`config.mk`:
```
export PLATFORM = sky130hd
export DESIGN_NAME = serial_to_parallel_receiver
export DESIGN_NICKNAME = d
export VERILOG_FILES = /design/src/rtl/shift_pkg.sv /design/src/rtl/word_hold_reg.sv /design/src/rtl/serial_to_parallel_receiver.sv
export SDC_FILE = /design/constraint.sdc
export NUM_CORES = 1
export LEC_CHECK = 0
export CAP_MARGIN = 20
export CORE_ASPECT_RATIO = 0.9
export CORE_MARGIN = 4
export CORE_UTILIZATION = 50
export CTS_CLUSTER_SIZE = 10
export DETAILED_ROUTE_END_ITERATION = 10
export GPL_TIMING_DRIVEN = 0
export PLACE_DENSITY = 0.81
export REMOVE_ABC_BUFFERS = 1
export SLEW_MARGIN = 20
export SYNTH_ARGS = -nofsm -noshare
export SYNTH_HDL_FRONTEND = slang
export SYNTH_SLANG_ARGS = --single-unit
```
`constraint.sdc`:
```
create_clock -name CLK -period 1.9 [get_ports CLK]
set_input_delay 0.475 -clock CLK [delete_from_list [all_inputs] [get_ports CLK]]
set_output_delay 0.475 -clock CLK [all_outputs]
set_load 0.05 [all_outputs]
```
`src/rtl/shift_pkg.sv`:
```
// shift_pkg: shift direction encoding and default word width shared by shifter-side blocks
package shift_pkg;
  typedef enum logic {DIR_MSB_FIRST = 1'b0, DIR_LSB_FIRST = 1'b1} shift_dir_e;
  localparam int SHIFT_WIDTH_DEFAULT = 8;
endpackage

```
`src/rtl/word_hold_reg.sv`:
```
// word_hold_reg: one-entry valid/ready output register that drops words arriving while full and flags overrun
module word_hold_reg #(
  parameter int WIDTH = 8
) (
  input  logic             CLK,
  input  logic             RST_N,
  input  logic             load,
  input  logic [WIDTH-1:0] din,
  input  logic             clr_ovr,
  input  logic             dout_ready,
  output logic [WIDTH-1:0] dout,
  output logic             dout_valid,
  output logic             overrun
);
  logic [WIDTH-1:0] dout_q, dout_d;
  logic valid_q, valid_d, ovr_q, ovr_d, fire, take;
  always_comb begin
    fire = valid_q & dout_ready;
    take = load & (~valid_q | fire);
    dout_d = take ? din : dout_q;
    valid_d = take | (valid_q & ~fire);
    ovr_d = clr_ovr ? 1'b0 : (ovr_q | (load & ~take));
  end
  always_ff @(posedge CLK) begin
    if (!RST_N) begin
      dout_q <= '0;
      valid_q <= 1'b0;
      ovr_q <= 1'b0;
    end else begin
      dout_q <= dout_d;
      valid_q <= valid_d;
      ovr_q <= ovr_d;
    end
  end
  assign dout = dout_q;
  assign dout_valid = valid_q;
  assign overrun = ovr_q;
endmodule

```
`src/rtl/serial_to_parallel_receiver.sv`:
```
// serial_to_parallel_receiver: reassembles MSB- or LSB-first serial bits into words on a valid/ready output
module serial_to_parallel_receiver
  import shift_pkg::*;
#(
  parameter int WIDTH = SHIFT_WIDTH_DEFAULT,
  localparam int CNT_W = $clog2(WIDTH)
) (
  input  logic             CLK,
  input  logic             RST_N,
  input  logic             sin,
  input  logic             sin_valid,
  input  logic             dir,
  input  logic             clear,
  output logic [WIDTH-1:0] dout,
  output logic             dout_valid,
  input  logic             dout_ready,
  output logic [CNT_W-1:0] bit_cnt,
  output logic             overrun
);
  logic [WIDTH-1:0] sreg_q, sreg_d, shifted;
  logic [CNT_W-1:0] cnt_q, cnt_d;
  shift_dir_e dir_q, dir_d, dir_use;
  logic accept, last;
  // direction is taken live on the first bit of a word, then held for the rest of it
  always_comb begin
    accept = sin_valid & ~clear;
    last = cnt_q == CNT_W'(WIDTH - 1);
    dir_use = (cnt_q == '0) ? shift_dir_e'(dir) : dir_q;
    shifted = (dir_use == DIR_LSB_FIRST) ? {sin, sreg_q[WIDTH-1:1]} : {sreg_q[WIDTH-2:0], sin};
    dir_d = accept ? dir_use : dir_q;
    sreg_d = clear ? '0 : accept ? shifted : sreg_q;
    cnt_d = clear ? '0 : accept ? (last ? '0 : cnt_q + 1'b1) : cnt_q;
  end
  always_ff @(posedge CLK) begin
    if (!RST_N) begin
      sreg_q <= '0;
      cnt_q <= '0;
      dir_q <= DIR_MSB_FIRST;
    end else begin
      sreg_q <= sreg_d;
      cnt_q <= cnt_d;
      dir_q <= dir_d;
    end
  end
  word_hold_reg #(.WIDTH(WIDTH)) u_hold (
    .CLK       (CLK),
    .RST_N     (RST_N),
    .load      (accept & last),
    .din       (shifted),
    .clr_ovr   (clear),
    .dout_ready(dout_ready),
    .dout      (dout),
    .dout_valid(dout_valid),
    .overrun   (overrun)
  );
  assign bit_cnt = cnt_q;
endmodule

```
==> metrics.md, run 1 <==
| Metric | Value |
|---|---|
| Status | completed |
| Crit path time final | around 1.8 ns |
| H-tree depth | 1 |
| Detailed Place HPWL | approximately 1900 um |
| Register area share after synthesis | roughly 37% |
| Bufs on Longest Clock Path | 2 |
| Main combinational cell family by area after synthesis | compound AO/OA/AOI/OAI gates |
| Psw | between 0.0002 and 0.00025 W |
| # DRC | 0 |
| Xor/xnor cell area share of the yosys netlist | 0% |
| Die Span Y | ~54 um |
| Final core occ | between 60 and 70% |
| Area Growth Syn to Fin | 17.7% |
| CP Capture Point | bit_cnt[0] |
| WP buf/inv | 1 |
| Worst slew margin | approximately three fifths |
| Dpl cells | roughly 170 |
| Synth Area in Simple Gates | between 20 and 25% |
| Critical path class | flop to output port |
| Compound-cell area share of the yosys netlist | 26.1% |
| Flop pwr share | between 50 and 60% |
| Comb pwr share | under 10% |
| FF-to-FF Start | bit_cnt[0] |
| Critical path's top delay family | buffers and inverters |
| CP max-delay cell | dlygate4sd2_1 |
| R2r setup slk | 0.16 ns |
| Row Count | 16 |
| Required @ worst endpoint | 1.42 ns |
| Mapped Cells | 133 |
| Top-count cell post-synth | dfxtp_1 |
| Drt pass-1 iters | 4 |
| Final setup viols | 0 |
| Routed vias | roughly 1100 |
| Post-synth EDFFs | 0 |
| CP max stage delay | 0.55 ns |
| Antenna violations before repair | 0 |
| Prevailing post-synth register cell | dfxtp_1 |
| Core area | between 2000 and 2500 sq um |
| FF-to-FF End | u_hold.dout[7] |
| Mean area per synthesized cell | ~8.9 sq um |
| Initial Utilization | between 50% and 60% |
| Worst slew pin tran | 0.600 ns |
| Pwr Total | 0.000941 W |
| Yosys Warn Count | 0 |
| Share of layout cells above drive strength 1 | 6.85% |
| Pin count of the biggest net entering global routing | 24 |
| Post-synthesis adder-cell area fraction | 3.19% |
| Synth area leaders | dfxtp_1, a31oi_1, nor4bb_1, a311oi_1, o21ai_0 |
| CTS tree | done |
| Post-synthesis register bit count | 22 |
| Area leader, netlist | dfxtp_1 |
| Final net count | 157 |
| Antenna viol nets, final | 0 |
| Fill cell count | 207 |
| Routed wire per std cell | 16.3 um |
| Clock transition at path regs | ~0.14 ns |
| Slew Limit Fails | 0 |
| Post-synthesis mux area share | 2.55% |
| N_diodes | 0 |
| Clock sink count | 22 |
| Max Cap Viol | 0 |
| Commonest cells in the netlist | dfxtp_1, a31oi_1, o21ai_0, a21oi_1, nor2b_1 |
| Final instance area | approximately 1400 sq um |
| Worst-skew pair later-pin latency | ~0.32 ns |
| Final hold violations | 0 |
| Switching Fraction | 23.2% |
| Achievable Freq | roughly 570 MHz |
| Hold_buf cts | 0 |
| CP arrival | between 1 and 1.5 ns |
| Leakage | about 0.56 nW |
| GPL Wtd Cong | approximately 0.85 |
| Unique cell type count in the Yosys netlist | 25 |
| Port bufs | 19 |
| RSZ-0062 raised after global routing | no |
| Post-Route Skew | 0.0109 ns |
| Vias per inst | 6.23 |
| Finished Layout Cells | roughly 170 |
| Vias in the first global route | about 1000 |
| CP endpoint kind | output port |
| Cell Chain, Critical Path | dlygate4sd2_1 |
| Syn Std Cell Area | approximately 1200 sq um |
| Critical path depth | 1 |
| CP startpoint | bit_cnt[0] |
| Die span in x | roughly 59 um |
| Global-route wire length before repair | between 4000 and 5000 um |
| HP Class | flop to flop |
| Startpoint types | flop |
| TritonCTS buffer count | 3 |
| Total gr overflow | 0 |
| # IOs | 20 |
| FFs w/ async S/R, synth | 0% |
| Worst ir drop on vdd | 0.583 mV |
| Fin crit share | between 90% and 100% |
| Clk Tree Root Cell | clkbuf_4 |
| P_int | 0.000722 W |
| CP Max Fanout | 5 |
| DR iter-0 viols | between 80 and 90 |
| Yosys top cell area share | a little under two fifths |
| Min Hold Slack | roughly 0.50 ns |
| DP Area | 1340 sq um |
| Final WL | between 2000 and 3000 um |
| P per Cell Area | between 600 and 700 nW/um^2 |
| R2R depth | 5 |
| Clk network pwr share | around 39% |
| Total GRT Usage | 18.7% |
| Die Footprint | between 3000 and 4000 sq um |
[power groups by stage]
| stage | clock [W] | combinational [W] | sequential (W) |
|---|---|---|---|
| floorplan | 0 | 0.0000475 | 0.000493 |
| global placement | 0 | 0.0000880 | 0.000491 |
| detailed placement | 0 | 0.0000913 | 0.000492 |
| CTS | 0.000370 | 0.0000898 | 0.000482 |
| global route | 0.000384 | 0.000100 | 0.000484 |
| finish | 0.000366 | 0.0000926 | 0.000482 |
[placed cells by master (no fill, tap or decap), drive strengths merged]
master,instances
nor2b,9
mux2i,3
clkdlybuf4s15,1
ha,3
inv,2
dfxtp,22
and3b,1
a31oi,17
o21ai,16
nor2,7
dlygate4sd2,12
nand2b,4
nand3b,1
nor4bb,8
clkdlybuf4s50,4
dlymetal6s2s,1
a21oi,9
bufinv,1
a311oi,8
clkinv,1
and2b,2
and4bb,1
and2,9
clkbuf,4
[metrics by stage]
step	setup WS [ns]	setup TNS, ns
finish	0.134	0
global placement	-0.576	-5.02
CTS	0.0227	0
detailed placement	-0.576	-5.22
floorplan	0.0558	0
global route	0.0369	0
[cell families after synthesis]
| family | after synthesis |
|---|---|
| AO/OA/AOI/OAI | 50 |
| adder cells (fa/ha/maj) | 3 |
| AND/OR/NAND/NOR | 42 |
| flip-flops | 22 |
| multiplexers | 3 |
| buffers and inverters | 13 |
[registers in the layout (all words and copies together) (netlist names)]
register	flops
u_hold.dout	8
dir_q	1
sreg_q	8
u_hold.overrun	1
bit_cnt	3
u_hold.dout_valid	1
[area by class of cell]
cell class	count	area [sq um]	share of cell area, %
inverter	3	11.3	0.812
multi-input combinational	98	673	48.6
timing repair buffer	19	174	12.5
tap	27	33.8	2.44
clock buffer	3	22.5	1.62
sequential	22	442	31.9
clock inverter	1	30.0	2.17
[metal layers]
metal | track usage, % | share of wire [%]
met3 | 4.56 | 9.1
met5 | 0 | 0
met1 | 25.0 | 45
met2 | 28.9 | 45
met4 | 7.17 | 1.2
[what timing repair did]
item	4_1_cts	5_1_grt
resized for setup	16	6
gates cloned	0	0
buffers inserted	0	0
setup endpoints to repair	21	12
[worst min path at each step]
| stage | start | to | depth (start not counted) |
|---|---|---|---|
| after floorplan | sreg_q[0] | sreg_q[0] | 2 |
| after global placement | u_hold.overrun | u_hold.overrun | 2 |
| after detailed placement | u_hold.overrun | u_hold.overrun | 2 |
| after CTS | u_hold.overrun | u_hold.overrun | 2 |
| after global routing | u_hold.overrun | u_hold.overrun | 2 |
| final | u_hold.overrun | u_hold.overrun | 2 |
Power figures use the tool's default switching activity.
==> run 2: changes to the inputs <==
Settings changed: CORE_ASPECT_RATIO 0.9 to default.
==> run 2 against run 1 <==
  * Clock power shrank 28%
  * Register-to-register slack improved by 0.05 ns
  * Sequential cell count unchanged
  * Utilization fell by 1.6 points
  * Sequential power barely moved
  * Critical endpoint unchanged
  * First-iteration DRC count decreased by 75%
==> metrics.md, run 2 (synthesized netlist as in run 1, its figures left out) <==
| Metric | Value |
|---|---|
| P_int | 0.000626 W (was 0.000722 W) |
| Critical path depth | 1 (unchanged) |
| R2R depth | 5 (unchanged) |
| Crit path time final | 1.75 ns (was 1.77 ns) |
| CP max stage delay | 0.55 ns (about the same) |
| Vias in the first global route | 1023 (was 1006) |
| CP max-delay cell | dlygate4sd2_1 (unchanged) |
| Startpoint types | flop (unchanged) |
| H-tree depth | 1 (unchanged) |
| Critical path class | flop to output port (unchanged) |
| Critical path's top delay family | buffers and inverters (unchanged) |
| Leakage | 0.546 nW (was 0.562 nW) |
| Hold Crit Depth | 2 (unchanged) |
| R2r setup slk | 0.21 ns (was 0.16 ns) |
| Comb pwr share | 10.8% (was 9.8%) |
| Worst slew margin | 63.5% (was 59.9%) |
| Achievable Freq | 570 MHz (was 566 MHz) |
| CP Max Fanout | 5 (unchanged) |
| Cell Chain, Critical Path | dlygate4sd2_1 (unchanged) |
| TritonCTS buffer count | 3 (unchanged) |
| WP buf/inv | 1 (unchanged) |
| Die Span Y | 56.5 um (was 54.0 um) |
| Hold_buf cts | 0 (unchanged) |
| Detailed Place HPWL | 1820 um (was 1890 um) |
| RSZ-0062 raised after global routing | no (unchanged) |
| Antenna violations before repair | 0 (unchanged) |
| Worst slew pin tran | 0.546 ns (was 0.600 ns) |
| Routed wire per std cell | 15.4 um (was 16.3 um) |
| Final setup viols | 0 (unchanged) |
| Total GRT Usage | 17.8% (was 18.7%) |
| Drt pass-1 iters | 5 (was 4) |
| Port bufs | 19 (unchanged) |
| Bufs on Longest Clock Path | 2 (unchanged) |
| Flop pwr share | 57.8% (was 51.2%) |
| CP endpoint kind | output port (unchanged) |
| CP startpoint | bit_cnt[0] (unchanged) |
| Final WL | 2690 um (was 2810 um) |
| Clk network pwr share | 31.4% (was 38.9%) |
| Required @ worst endpoint | 1.42 ns (about the same) |
| Clock sink count | 22 (unchanged) |
| # IOs | 20 (unchanged) |
| Row Count | 17 (was 16) |
| Status | completed (unchanged) |
| DR iter-0 viols | 20 (was 81) |
| Psw | 0.000208 W (was 0.000219 W) |
| Die Footprint | 3200 sq um (about the same) |
| GPL Wtd Cong | 0.824 (was 0.854) |
| Clk Tree Root Cell | clkbuf_4 (unchanged) |
| # DRC | 0 (unchanged) |
| Global-route wire length before repair | 4670 um (was 4530 um) |
| Most common cell after layout, fill and taps aside | dfxtp_1 (unchanged) |
| Core area | 2230 sq um (was 2200 sq um) |
| Most frequent cells in the layout | dfxtp_1, a31oi_1, o21ai_0, dlygate4sd2_1, a21oi_1 (unchanged) |
| Vias per inst | 6.20 (was 6.23) |
| Final instance area | 1370 sq um (was 1390 sq um) |
| DP Area | 1340 sq um (about the same) |
| Die span in x | 56.5 um (was 59.2 um) |
| FF-to-FF Start | bit_cnt[0] (unchanged) |
| Post-Route Skew | 0.00169 ns (was 0.0109 ns) |
| Share of layout cells above drive strength 1 | 7.53% (was 6.85%) |
| Switching Fraction | 24.9% (was 23.2%) |
| Pin count of the biggest net entering global routing | 24 (unchanged) |
| Max Cap Viol | 0 (unchanged) |
| CTS tree | done (unchanged) |
| TNS Setup | 0 ns (unchanged) |
| Final net count | 157 (unchanged) |
| Total gr overflow | 0 (unchanged) |
| Worst-skew pair later-pin latency | 0.31 ns (was 0.32 ns) |
| Worst ir drop on vdd | 0.371 mV (was 0.583 mV) |
| N_diodes | 0 (unchanged) |
| Initial Utilization | 52.7% (was 53.5%) |
| HP Class | flop to flop (unchanged) |
| Final core occ | 61.3% (was 63.0%) |
| Hold Path Origin | u_hold.overrun (unchanged) |
| Final hold violations | 0 (unchanged) |
| P per Cell Area | 609 nW/um^2 (was 679 nW/um^2) |
| Antenna viol nets, final | 0 (unchanged) |
| Routed vias | 1079 (was 1077) |
| Area Growth Syn to Fin | 16.4% (was 17.7%) |
| CP arrival | 1.28 ns (was 1.29 ns) |
| Slew Limit Fails | 0 (unchanged) |
| Post-CTS setup buffers | 0 (unchanged) |
| Fin crit share | 92.3% (was 93.0%) |
| Clock transition at path regs | 0.12 ns (was 0.14 ns) |
-- run 2: per-layer routing --
metal,wire length (um),up-vias,track usage [%]
met1,1280,516,25.0
met4,34,0,5.76
li1,-,527,-
met2,1270,32,28.1
met3,106,4,2.07
met5,0,-,0
-- run 2: what timing repair did --
item	CTS	global route
setup endpoints to repair	21	16
pin swaps	0	0
cloned	0	0
resized for setup	16	6
-- run 2: path summary, 6_finish.rpt --
kind | end
worst min-delay path | u_hold.overrun
worst max register to register | u_hold.dout[4]
worst min register to register | u_hold.overrun
worst max-delay path | bit_cnt[0]
-- run 2: area by class of cell --
type	instances	area, sq um
fill	206	863
clock buffer	4	36.3
multi-input combinational	98	674
timing repair buffer	19	171
inverter	3	11.3
tap	28	35.0
sequential	22	442
-- run 2: stage by stage --
| step | std cells | setup WS [ns] | total power (W) | hold WS, ns |
|---|---|---|---|---|
| 2_1_floorplan | 123 | 0.0558 | 0.000540 | 0.517 |
| 3_3_place_gp | 170 | -0.572 | 0.000579 | 0.452 |
| 3_5_place_dp | 170 | -0.602 | 0.000582 | 0.467 |
| 4_1_cts | 174 | 0.0171 | 0.000835 | 0.491 |
| 5_1_grt | 174 | 0.0170 | 0.000874 | 0.531 |
| 6_report | 174 | 0.147 | 0.000834 | 0.485 |
-- run 2: power by group through the flow --
stage | sequential [W] | clock (W) | combinational (W)
3_5_place_dp | 0.000492 | 0 | 0.0000902
4_1_cts | 0.000482 | 0.000265 | 0.0000886
5_1_grt | 0.000484 | 0.000292 | 0.0000983
3_3_place_gp | 0.000491 | 0 | 0.0000877
6_report | 0.000482 | 0.000262 | 0.0000903
2_1_floorplan | 0.000493 | 0 | 0.0000475
-- run 2: worst reg2reg max path, stage by stage, from the launching register on --
cell	delay [ns]
dfxtp_1	0.37
ha_1	0.21
ha_1	0.22
and3b_2	0.31
and2_4	0.23
a311oi_2	0.26
